File: src/rtl/ram_rd_sequencer.sv
`default_nettype none
// ============================================================================
// Module   : ram_rd_sequencer
// Purpose  : Burst read sequencer for a small synchronous RAM. It issues reads,
//            tags the returning data and streams it out through a 4-entry
//            credit-controlled buffer with valid/ready and a last-word flag.
// Revision : 1.0 - initial release
// ============================================================================
module ram_rd_sequencer #(
    parameter int DATA_W = 16,
    parameter int ADDR_W = 3,
    parameter int RD_LAT = 1
) (
    input  logic              clk,
    input  logic              rst,
    input  logic              start,
    input  logic [ADDR_W-1:0] base_addr,
    input  logic [ADDR_W:0]   len,
    output logic              busy,
    output logic              done,
    output logic              rd_en,
    output logic [ADDR_W-1:0] rd_addr,
    input  logic [DATA_W-1:0] ram_dout,
    output logic [DATA_W-1:0] m_data,
    output logic              m_valid,
    input  logic              m_ready,
    output logic              m_last
);

    localparam int BUF_DEPTH = 4;

    typedef enum logic [1:0] {
        S_IDLE  = 2'd0,
        S_ISSUE = 2'd1,
        S_DRAIN = 2'd2
    } state_t;

    state_t state;
    state_t state_nx;

    // Read issue bookkeeping
    logic [ADDR_W-1:0] next_addr;
    logic [ADDR_W:0]   rem;
    logic              rd_last;
    logic              accept;
    logic              issue;
    logic              done_nx;

    // Return-data tags, one stage per cycle of RAM latency
    logic [RD_LAT-1:0] vld_pipe;
    logic [RD_LAT-1:0] last_pipe;

    // Output buffer
    logic [DATA_W-1:0]    buf_data [BUF_DEPTH];
    logic [BUF_DEPTH-1:0] buf_last;
    logic [1:0]           wr_ptr;
    logic [1:0]           rd_ptr;
    logic [2:0]           count;
    logic                 push;
    logic                 pop;

    // Credit accounting
    logic [3:0] pending;
    logic       credit_ok;

    assign push    = vld_pipe[RD_LAT-1];
    assign pop     = m_valid & m_ready;
    assign m_valid = (count != 3'd0);
    assign m_data  = buf_data[rd_ptr];
    assign m_last  = buf_last[rd_ptr] & m_valid;
    assign busy    = (state != S_IDLE);

    // Words already committed (read in flight or buffered) after this cycle's pop;
    // counting the pop keeps full throughput when the consumer is always ready.
    always_comb begin
        pending = {3'b000, rd_en} + {1'b0, count} - {3'b000, pop};
        for (int i = 0; i < RD_LAT; i++) begin
            pending = pending + {3'b000, vld_pipe[i]};
        end
        credit_ok = (pending < 4'd4);
    end

    // FSM state register
    always_ff @(posedge clk or posedge rst) begin
        if (rst) begin
            state <= S_IDLE;
        end else begin
            state <= state_nx;
        end
    end

    // FSM next state and issue decisions; the first read issues on the accepting edge
    always_comb begin
        state_nx = state;
        accept   = 1'b0;
        issue    = 1'b0;
        done_nx  = 1'b0;
        case (state)
            S_IDLE: begin
                if (start && (len != '0)) begin
                    accept   = 1'b1;
                    issue    = 1'b1;
                    state_nx = (len == (ADDR_W+1)'(1)) ? S_DRAIN : S_ISSUE;
                end
            end
            S_ISSUE: begin
                if (credit_ok) begin
                    issue = 1'b1;
                    if (rem == (ADDR_W+1)'(1)) begin
                        state_nx = S_DRAIN;
                    end
                end
            end
            S_DRAIN: begin
                if (pop && m_last) begin
                    state_nx = S_IDLE;
                    done_nx  = 1'b1;
                end
            end
            default: state_nx = S_IDLE;
        endcase
    end

    // Registered read port, address walk and remaining-word count
    always_ff @(posedge clk or posedge rst) begin
        if (rst) begin
            rd_en     <= 1'b0;
            rd_addr   <= '0;
            rd_last   <= 1'b0;
            next_addr <= '0;
            rem       <= '0;
            done      <= 1'b0;
        end else begin
            rd_en <= issue;
            done  <= done_nx;
            if (issue) begin
                if (accept) begin
                    rd_addr   <= base_addr;
                    next_addr <= base_addr + ADDR_W'(1);
                    rem       <= len - (ADDR_W+1)'(1);
                    rd_last   <= (len == (ADDR_W+1)'(1));
                end else begin
                    rd_addr   <= next_addr;
                    next_addr <= next_addr + ADDR_W'(1);
                    rem       <= rem - (ADDR_W+1)'(1);
                    rd_last   <= (rem == (ADDR_W+1)'(1));
                end
            end else begin
                rd_last <= 1'b0;
            end
        end
    end

    // Tag pipeline aligned with the RAM read latency
    always_ff @(posedge clk or posedge rst) begin
        if (rst) begin
            vld_pipe  <= '0;
            last_pipe <= '0;
        end else begin
            vld_pipe[0]  <= rd_en;
            last_pipe[0] <= rd_en & rd_last;
            for (int i = 1; i < RD_LAT; i++) begin
                vld_pipe[i]  <= vld_pipe[i-1];
                last_pipe[i] <= last_pipe[i-1];
            end
        end
    end

    // Output FIFO; credits guarantee a push never finds it full
    always_ff @(posedge clk or posedge rst) begin
        if (rst) begin
            for (int i = 0; i < BUF_DEPTH; i++) begin
                buf_data[i] <= '0;
            end
            buf_last <= '0;
            wr_ptr   <= '0;
            rd_ptr   <= '0;
            count    <= '0;
        end else begin
            if (push) begin
                buf_data[wr_ptr] <= ram_dout;
                buf_last[wr_ptr] <= last_pipe[RD_LAT-1];
                wr_ptr           <= wr_ptr + 2'd1;
            end
            if (pop) begin
                rd_ptr <= rd_ptr + 2'd1;
            end
            case ({push, pop})
                2'b10:   count <= count + 3'd1;
                2'b01:   count <= count - 3'd1;
                default: count <= count;
            endcase
        end
    end

endmodule
`default_nettype wire

File: config.mk
export PLATFORM = sky130hd
export DESIGN_NAME = ram_rd_sequencer
export DESIGN_NICKNAME = d
export VERILOG_FILES = /design/src/rtl/ram_rd_sequencer.sv
export SDC_FILE = /design/constraint.sdc
export NUM_CORES = 1
export LEC_CHECK = 0
export CAP_MARGIN = 20
export CORE_ASPECT_RATIO = 0.9
export CORE_UTILIZATION = 60
export CTS_CLUSTER_SIZE = 8
export DETAILED_ROUTE_END_ITERATION = 12
export PLACE_DENSITY_LB_ADDON = 0.2
export SYNTH_ARGS = -nofsm -noshare
export SYNTH_HDL_FRONTEND = slang
export SYNTH_SLANG_ARGS = --single-unit
File: constraint.sdc
create_clock -name clk -period 4.25 [get_ports clk]
set_input_delay 0.425 -clock clk [delete_from_list [all_inputs] [get_ports clk]]
set_output_delay 0.425 -clock clk [all_outputs]
set_load 0.005 [all_outputs]
==> flow_summary_export.csv <==
group,metric,value,unit
clocking,cts_buffer_depth,2,
clocking,cts.clk_slew.worst_paths,0.09,ns
die,dieWidth,90.97,µm
die,dieArea,7466,µm²
power_and_ir_drop,switching_power,0.001241,W
cells_and_area,syn_to_final_growth,18.71,%
routing,top_layer,"met4",
power_and_ir_drop,seqPwrFrac,0.403,
global_route,grt_overflow,0,
routing,wl,7463,µm
job,drv_cap,0,
timing,fin_crit_sh,0.6837,
yosys,synth_top_family_by_area,"multiplexers",
global_route,grt_max_degree,49,
yosys,synth_area,4274,µm²
worst_setup_path,critical-path-max-stage-delay,0.78,ns
clocking,cts-root-buf,"clkbuf_8",
worst_setup_path,cp.required,3.83,ns
timing,clock.fmax,344.1,MHz
yosys,synthesis.nets,347,
timing,skew,0.01011,ns
cells_and_area,nets,399,
routing,drtIter0Drc,57,
worst_setup_path,ff2ff_path_depth,10,
power_and_ir_drop,p_int,0.002727,W
yosys,synth-simple-area-share,0.06118,
worst_setup_path,cp.arrival,2.48,ns
timing,maxSlewViolCount,0,
clocking,post_cts_buffers,0,
clocking,clk_latency,0.36,ns
yosys,syn_inst,307,
worst_setup_path,path_cells,"buf_4 > mux4_2 > clkdlybuf4s50_1",
power_and_ir_drop,powerDensity,782.0,nW/µm²
global_route,antenna_found_initial,0,
timing,worst_pin_slew,0.8960,ns
routing,route.met3.wl,251,µm
yosys,ys_types,35,
die,core_area,6726,µm²
min_path,hold_depth,1,
power_and_ir_drop,leakage,2.190,nW
timing,period_needed,2.906,ns
worst_setup_path,crit_cells,3,
clocking,ctsResizeCount,0,
cells_and_area,multiInputGateArea,1867,µm²
timing,grt_setup_unrepaired,"false",
routing,wire_per_inst,16.44,µm
routing,dr_wl_met2,3718,µm
yosys,synth-compound-area-share,0.03308,
routing,met1_length,3410,µm
timing,tns,0,ns
placed_design,place_congestion,0.8233,
routing,firstDrtPassIters,4,
cells_and_area,diodes,0,
placed_design,dp_hpwl,5125,µm
clocking,cts_tree,"done",
cells_and_area,fin_area,5074,µm²
die,die_height,82.07,µm
clocking,clock_sinks,92,
global_route,grt_pass1_vias,2582,
yosys,yosys-mux-area-fraction,0.2737,
timing,setup_violations,0,
placed_design,portBuffers,50,
global_route,grtUsageTotal,0.2227,
clocking,htreeDepth,3,
die,rows,28,
timing,final-hold-violation-count,0,
worst_setup_path,endpoint_kind,"output port",
worst_setup_path,cpMaxStageDelayCell,"dfrtp_1",
clocking,numCtsBuffers,9,
worst_setup_path,worst-path-max-fanout,11,
yosys,synth_fa_ha_area_frac,0.03981,
routing,viasPerCell,5.529,
timing,relSlewSlack,0.4027,
power_and_ir_drop,p_comb_frac,0.439,
power_and_ir_drop,power.clock.fraction,0.159,
power_and_ir_drop,peakVddDrop,0.5778,mV
min_path,holdCritPathClass,"flip-flop to flip-flop",
routing,drc,0,
yosys,synthXorXnorAreaFrac,0.02898,
cells_and_area,ff_latch_area,2302,µm²
worst_setup_path,path_buf_inv,2,
global_route,grt_pass1_wl,12330,µm
placed_design,placed_cell_area,4855,µm²
worst_setup_path,path_class,"flip-flop to output port",
clocking,hold_buffers,0,
yosys,syn_area_per_cell,13.92,µm²
worst_setup_path,crit_family,"buffers and inverters",
run_status,status,"finished, final reports clean",
yosys,seq_area_frac_synth,0.5386,
die,io_pins,51,
yosys,ys_warn_count,0,
cells_and_area,drive_gt1_frac,0.3077,
power_and_ir_drop,swShare,0.3128,
cells_and_area,fillers,450,
routing,via_count,2510,
yosys,synth_seq_cells,92,
worst_setup_path,startpoint_type,"flip-flop",
routing,postRouteAntennaNets,0,
die,start_util,0.6354,
==> metal layers <==
metal	vias up	GRT usage
met4	0	0.09683
met2	42	0.3788
met3	8	0.05370
met1	1261	0.2783
met5	-	0
li1	1199	-
==> registers in the layout, indices dropped and copies added (netlist names) <==
signal,flops
buf_data,64
buf_last,4
rem,4
count,3
next_addr,3
rd_addr,3
rd_ptr,2
state,2
wr_ptr,2
done,1
last_pipe,1
push,1
rd_en,1
rd_last,1
==> worst register-to-register path: cells and delay by family (launching register included) <==
kind | cells | cell delay, ns
AO/OA/AOI/OAI | 2 | 0.44
flip-flops | 1 | 0.41
adder cells (fa/ha/maj) | 1 | 0.28
multiplexers | 1 | 0.29
AND/OR/NAND/NOR | 6 | 1.37
==> layout by cell type, fill, tap and decap left out, types with 2 or more instances in the layout <==
cell             Yosys  routed
a31oi_1              2       2
dfrtp_1             92      92
xor2_1               6       6
clkinv_4             0       2
nor2_1              11      11
o21ai_0              6       6
nand2b_1             3       3
buf_4                1       3
inv_1               13      12
or3_2                2       2
mux2_2              69      69
ha_1                12      12
and2_1               3       3
or3_1                2       2
o22ai_1              2       2
a21oi_1              6       6
nand2_1             24      24
o211ai_1             2       2
nand3_1              5       5
clkbuf_8             0      11
xnor2_1              5       5
nor3b_1              2       2
clkdlybuf4s50_1      0      50
mux4_2              17      17
==> power by group through the flow <==
stage / Sequential [W] / Clock (W) / Combinational, W
3_3_place_gp: 0.00159 / 0 / 0.00170
2_1_floorplan: 0.00146 / 0 / 0.00126
6_report: 0.00160 / 0.000629 / 0.00174
5_1_grt: 0.00165 / 0.000668 / 0.00191
3_5_place_dp: 0.00162 / 0 / 0.00176
4_1_cts: 0.00160 / 0.000638 / 0.00176
==> cells in the mapped netlist, drive strengths merged <==
master / n / share of area
dfrtp: 92 / 0.54
mux2: 69 / 0.18
nand2: 24 / 0.021
mux4: 17 / 0.090
inv: 13 / 0.011
ha: 12 / 0.035
nor2: 11 / 0.0097
buf: 8 / 0.0097
o21ai: 7 / 0.0091
a21oi: 6 / 0.0070
xnor2: 6 / 0.017
xor2: 6 / 0.012
nand3: 5 / 0.0059
clkbuf: 4 / 0.0035
or3: 4 / 0.0064
and2: 3 / 0.0044
nand2b: 3 / 0.0044
a31oi: 2 / 0.0029
nor3b: 2 / 0.0035
o211ai: 2 / 0.0035
o22ai: 2 / 0.0029
a21o: 1 / 0.0018
a31o: 1 / 0.0020
and3: 1 / 0.0015
and4b: 1 / 0.0032
fa: 1 / 0.0047
mux2i: 1 / 0.0023
nor3: 1 / 0.0012
o21a: 1 / 0.0018
o221ai: 1 / 0.0020
==> stage by stage <==
stage | util | cells | worst slack, ns | hold WS (ns) | total power [W]
global placement | 0.7217 | 438 | 1.443 | 0.4464 | 0.003294
detailed placement | 0.7217 | 438 | 1.357 | 0.4463 | 0.003379
finish | 0.7543 | 454 | 1.344 | 0.4669 | 0.003968
CTS | 0.7543 | 454 | 1.286 | 0.4622 | 0.004004
floorplan | - | 307 | 1.433 | 0.4080 | 0.002722
global route | 0.7543 | 454 | 1.139 | 0.4968 | 0.004229
==> logic make-up (layout without fill, tap and decap cells) <==
| logic type | after synthesis | after routing |
|---|---|---|
| AOI/OAI and AO/OA | 23 | 23 |
| xor gates and xnor gates | 12 | 12 |
| adders and majority gates | 13 | 13 |
| buffers and inverters | 25 | 82 |
| DFF | 92 | 92 |
| muxes | 87 | 87 |
| and+or+nand+nor | 55 | 55 |
==> worst paths after layout <==
kind                           start      endpoint  slack (ns)
hold / removal               rd_last     last_pipe        0.47
max in group asynchronous        rst          done        2.91
min in group asynchronous        rst  buf_data[32]        0.52
setup reg to reg            count[0]  next_addr[1]        1.35
hold reg to reg              rd_last     last_pipe        0.47
setup / recovery           rd_ptr[0]    m_data[15]        1.34
==> cell type report <==
class,instances,share of cell area
Timing Repair Buffer,53,0.1031
Clock buffer,11,0.02984
Inverter,13,0.009864
Sequential cell,92,0.4538
Tap cell,90,0.02219
Multi-Input combinational cell,190,0.3679
Clock inverter,5,0.01332
Note: power is estimated with default switching activity, not from simulation.
==> variant 1 (same flow settings) <==
`RD_LAT`: 1 -> 2.
--- a/src/rtl/ram_rd_sequencer.sv
+++ b/src/rtl/ram_rd_sequencer.sv
@@ -9,7 +9,7 @@
 module ram_rd_sequencer #(
     parameter int DATA_W = 16,
     parameter int ADDR_W = 3,
-    parameter int RD_LAT = 1
+    parameter int RD_LAT = 2
 ) (
     input  logic              clk,
     input  logic              rst,
Check against the original RTL: not equivalent (Yosys sat finds a counterexample within 4 cycles, from zero or initial values and one cycle with rst high).
==> variant 1 against the original RTL <==
Power increased by 10%. Routed wire length increased by 10%. Setup slack lost 0.26 ns. Final area grew 4.7%. Area after synthesis up 5.8%. Critical path depth is 5 higher. Sequential cell count increased by 2.
==> variant 1: results (changes against the original RTL) <==
- Clock root cell: clkbuf_8
- 1st-iter DRT viols: 151 (+160%)
- Share of post-route cells with drive strength above 1: 30.98% (+0.21 points)
- Max IR drop VDD: 0.5245 mV (-9.2%)
- Fraction of registers with async set/reset: 100.0% (unchanged)
- HP Class: flop to flop
- Final Net Count: 407 (+2.0%)
- Largest net degree at the start of global routing: 61 (+24%)
- Post-Synthesis Net Count: 358 (+3.2%)
- Drt first pass iters: 4 (unchanged)
- H-tree levels: 3 (unchanged)
- DR WL/cell: 17.86 um (+8.7%)
- Area contributors post-synth: dfrtp_1 52%, mux2_2 17%, mux4_2 8.5%
- GRT Total Usage: 23.45% (+1.2 points)
- Initial antenna violation count: 0 (unchanged)
- Post-route ant nets: 0 (unchanged)
- Status: complete, no violations
- Clk_skew: 0.009574 ns (-0.0005391 ns)
- Clock Latency Late Sink: 0.36 ns (about the same)
- Post-synthesis sequential area ratio: 52.01% (-1.9 points)
- Clock-pin slew on the worst setup and hold paths: 0.08 ns
- Clk buf depth: 2 (unchanged)
- Maximum fanout along the worst path: 11 (unchanged)
- # resized after CTS: 0 (unchanged)
- Port bufs: 50 (unchanged)
- Hpwl dp: 5529 um (+7.9%)
- Number of global-route vias before repair: 2866 (+11%)
- Worst slew pin tran: 0.9028 ns (+0.006806 ns)
- Via density: 5.909 (+6.9%)
- Synth top cells by count: 94 x dfrtp_1, 68 x mux2_2, 17 x mux4_2, 17 x nand2_1, 14 x inv_1
- Setup Buffers After CTS: 0 (unchanged)
- First-pass GRT wire length: 13980 um (+13%)
- Clock buffer count from CTS: 9 (unchanged)
- Ys Warns: 0 (unchanged)
- Antenna cells: 0 (unchanged)
- Distinct cells, synth: 46 (+31%)
- LEAKAGE: 2.276 nW (+3.9%)
- RePlAce Congestion: 0.8151 (-1.0%)
- Top flop regs: buf_data x64, buf_last x4, rem x4
- Worst path arrival time: 3.41 ns (+0.93 ns)
[variant 1: worst max-delay path, stage by stage (launching register included)]
cell and delay, ns:
dfrtp_1 0.44, o31a_1 0.42, xor2_1 0.19, fa_1 0.42
ha_1 0.32, a31o_4 0.26, nand4bb_2 0.41, nand3_1 0.22
mux2_1 0.34
[variant 1: cells by family after synthesis]
group	after synthesis	share of synthesized area, %
compound gates	23	4.344
xor+xnor	11	2.130
fa+ha+maj	15	4.481
buf+inv	28	2.849
flops	94	52.01
mux	91	27.03
simple gates	54	7.165
[variant 1: report_power, final]
group	total, mW	internal [mW]	leakage, nW	switching [mW]
clock	0.692	0.388	0.113	0.303
sequential	1.62	1.31	1.11	0.304
combinational	2.08	1.27	1.05	0.809
total	4.38	2.97	2.28	1.42
[variant 1: layout make-up]
cell class,instances,area [um^2]
fillers,493,1872
clock buffers,9,123.9
repair buffers,52,515.5
flip-flops and latches,94,2352
well taps,93,116.4
clock inverters,5,108.9
inverters,14,53.80
multi-input cells,194,2042
[variant 1: per-layer routing]
layer	global-route usage [%]	vias up	part of all wire, %
met2	39.10	54	51
li1	-	1251	-
met1	30.44	1408	44
met4	6.573	0	1.1
met3	6.341	11	3.5
met5	0	-	0
[variant 1: path summary, 6_finish.rpt]
| path | start | to | slack [ns] | cells after the start |
|---|---|---|---|---|
| max | count[0] | next_addr[1] | 1.09 | 8 |
| min | last_pipe[0] | last_pipe[1] | 0.36 | 0 |
| max reg2reg | count[0] | next_addr[1] | 1.09 | 8 |
| min reg2reg | last_pipe[0] | last_pipe[1] | 0.36 | 0 |
| max in group asynchronous | rst | rd_ptr[1] | 2.67 | 3 |
| min in group asynchronous | rst | count[1] | 0.43 | 2 |
[variant 1: per-stage QoR]
step | instance area, um^2 | worst slack [ns] | std cells
after detailed placement | 5080 | 0.8059 | 447
after floorplan | 4523 | 1.376 | 316
after global routing | 5313 | 0.9776 | 461
after CTS | 5313 | 1.074 | 461
final | 5313 | 1.087 | 461
after global placement | 5080 | 0.9078 | 447
==> variant 2 (same flow settings) <==
Without the edit above. Reset style: synchronous (`rst`), changed in 4 clocked blocks.
--- a/src/rtl/ram_rd_sequencer.sv
+++ b/src/rtl/ram_rd_sequencer.sv
@@ -81,7 +81,7 @@
     end
 
     // FSM state register
-    always_ff @(posedge clk or posedge rst) begin
+    always_ff @(posedge clk) begin
         if (rst) begin
             state <= S_IDLE;
         end else begin
@@ -122,7 +122,7 @@
     end
 
     // Registered read port, address walk and remaining-word count
-    always_ff @(posedge clk or posedge rst) begin
+    always_ff @(posedge clk) begin
         if (rst) begin
             rd_en     <= 1'b0;
             rd_addr   <= '0;
@@ -152,7 +152,7 @@
     end
 
     // Tag pipeline aligned with the RAM read latency
-    always_ff @(posedge clk or posedge rst) begin
+    always_ff @(posedge clk) begin
         if (rst) begin
             vld_pipe  <= '0;
             last_pipe <= '0;
@@ -167,7 +167,7 @@
     end
 
     // Output FIFO; credits guarantee a push never finds it full
-    always_ff @(posedge clk or posedge rst) begin
+    always_ff @(posedge clk) begin
         if (rst) begin
             for (int i = 0; i < BUF_DEPTH; i++) begin
                 buf_data[i] <= '0;
Function: differs if rst is asserted again (counterexample within 4 cycles, from zero or initial values and one cycle with rst high); with rst held inactive, the same outputs for 10 cycles.
==> variant 2 against the original RTL <==
Routed wire length increased by 11%. Sequential cell count rose by 2. Setup slack got worse by 0.0051 ns. Fmax decreased by 0.18%. Final area rose by 3.1%. Critical path depth rose by 7. Area after synthesis up 3.8%.
Power is not compared: it rests on default switching activity, and its combinational part moved more than twofold at a synthesized area within 25%.
==> variant 2: results (changes against the original RTL) <==
- RePlAce Congestion: 0.7864 (-4.5%)
- H-tree levels: 3 (unchanged)
- Area contributors post-synth: edfxtp_1 43%, dfxtp_1 14%, and2_1 9.3%
- Setup Buffers After CTS: 0 (unchanged)
- Clock root cell: clkbuf_8
- Clock-pin slew on the worst setup and hold paths: 0.09 ns (about the same)
- Clock Latency Late Sink: 0.35 ns
- Synth area leader: edfxtp_1
- Number of synthesized flops with an enable pin: 64 (+64)
- Share of post-route cells with drive strength above 1: 12.04% (-19 points)
- Compound-Gate Fraction of Synth Area: 6.881% (+3.6 points)
- Maximum fanout along the worst path: 16 (+5)
- Finished Layout Cells: 500 (+10%)
- GRT Total Usage: 23.07% (+0.80 points)
- Port bufs: 50 (unchanged)
- Initial antenna violation count: 0 (unchanged)
- Fin Hold WS: 0.4558 ns (-0.01114 ns)
- Clk buf depth: 2 (unchanged)
- Status: complete, no violations
- # resized after CTS: 0 (unchanged)
- Worst slew pin tran: 0.8450 ns (-0.05095 ns)
- Antenna cells: 0 (unchanged)
- Worst Hold Path Cells: 1 (unchanged)
- Largest net degree at the start of global routing: 25 (-49%)
- Switching share of power: ~31%
- Final Net Count: 443 (+11%)
- Worst path arrival time: 3.18 ns (+0.70 ns)
- Fraction of registers with async set/reset: 0% (-100 points)
- Synth top cells by count: 66 x and2_1, 64 x edfxtp_1, 30 x dfxtp_1, 22 x nor2_1, 18 x nand2_1
- Worst r2r path cells: 10 (unchanged)
- Fillers: 495 (+10%)
- Drt first pass iters: 4 (unchanged)
- Clock buffer count from CTS: 9 (unchanged)
- Final WL: 8294 um (+11%)
- Post-Synthesis Net Count: 391 (+13%)
- Worst r2r dst: rem[3]
- Distinct cells, synth: 41 (+17%)
- Hpwl dp: 5423 um (+5.8%)
- Reg-to-reg startpoint: count[2]
- First-pass GRT wire length: 13510 um (+9.6%)
- Mux contribution to synthesized area: 9.757% (-18 points)
- Via count: 2807 (+12%)
- Post-Synth XOR/XNOR Area: 1.974% (-0.92 points)
- Top flop regs: buf_data x64, buf_last x4, rem x4
- Worst Hold Endpoint: last_pipe
- Cells after synthesis: 351 (+14%)
- Post-synthesis adder-cell area fraction: 3.835% (-0.15 points)
- Clk_skew: 0.007394 ns (-0.002719 ns)
- Hold_sp: rd_last
- Number of global-route vias before repair: 2878 (+11%)
- Post-synthesis sequential area ratio: 56.85% (+3.0 points)
- Placed cells: 483 (+10%)
- 1st-iter DRT viols: 162 (+180%)
variant 2: worst max path at each step:
stage	from	endpoint	slack [ns]	depth (start not counted)
global placement	m_ready	rem[3]	1.29	10
global route	count[2]	rem[3]	1.22	10
detailed placement	len[0]	next_addr[2]	1.16	12
floorplan	count[2]	rem[3]	1.63	9
finish	count[2]	rem[3]	1.34	10
CTS	flop	m_data[11]	1.24	2
variant 2: per-stage QoR:
stage	power [mW]	cell area [um^2]	util (%)	setup slack, ns
2_1_floorplan	1.720	4437	-	1.633
3_3_place_gp	1.977	5022	70.62	1.291
3_5_place_dp	2.004	5022	70.62	1.156
4_1_cts	2.569	5210	73.26	1.240
5_1_grt	2.708	5233	73.57	1.217
6_report	2.569	5233	73.57	1.339
variant 2: power groups by stage:
stage / logic [mW] / registers (mW) / clock network [mW]
after floorplan: 0.588 / 1.13 / 0
after global placement: 0.775 / 1.20 / 0
after detailed placement: 0.797 / 1.21 / 0
after CTS: 0.808 / 1.19 / 0.574
after global routing: 0.920 / 1.18 / 0.608
final: 0.842 / 1.16 / 0.565
variant 2: cell families after synthesis:
family          count (synthesis)
fa+ha+maj                      13
buf+inv                        29
compound gates                 38
mux                            22
xor+xnor                       10
flops                          94
simple gates                  145
variant 2: metal layers:
metal,vias up,wire length [um],GRT usage [%]
met4,0,147,9.930
met2,65,4212,38.45
met1,1368,3583,29.56
li1,1360,-,-
met5,-,0,0
met3,14,350,4.463
variant 2: final cells by class:
| class | count | area, um^2 | area share (%) |
|---|---|---|---|
| multi-input cells | 228 | 1797 | 34.34 |
| inverters | 13 | 48.80 | 0.9326 |
| well taps | 93 | 116.4 | 2.224 |
| repair buffers | 57 | 560.5 | 10.71 |
| clock inverters | 6 | 63.81 | 1.220 |
| clock buffers | 9 | 123.9 | 2.367 |
| flip-flops and latches | 94 | 2522 | 48.21 |
variant 2: worst max-delay path: stages, from the launching register on:
cell       delay [ns]
dfxtp_1          0.35
or3_1            0.43
nand3_1          0.12
o21ai_0          0.10
ha_1             0.30
a21o_1           0.22
a2111oi_4        0.37
o31ai_2          0.12
buf_4            0.20
or3_1            0.36
a311oi_1         0.24
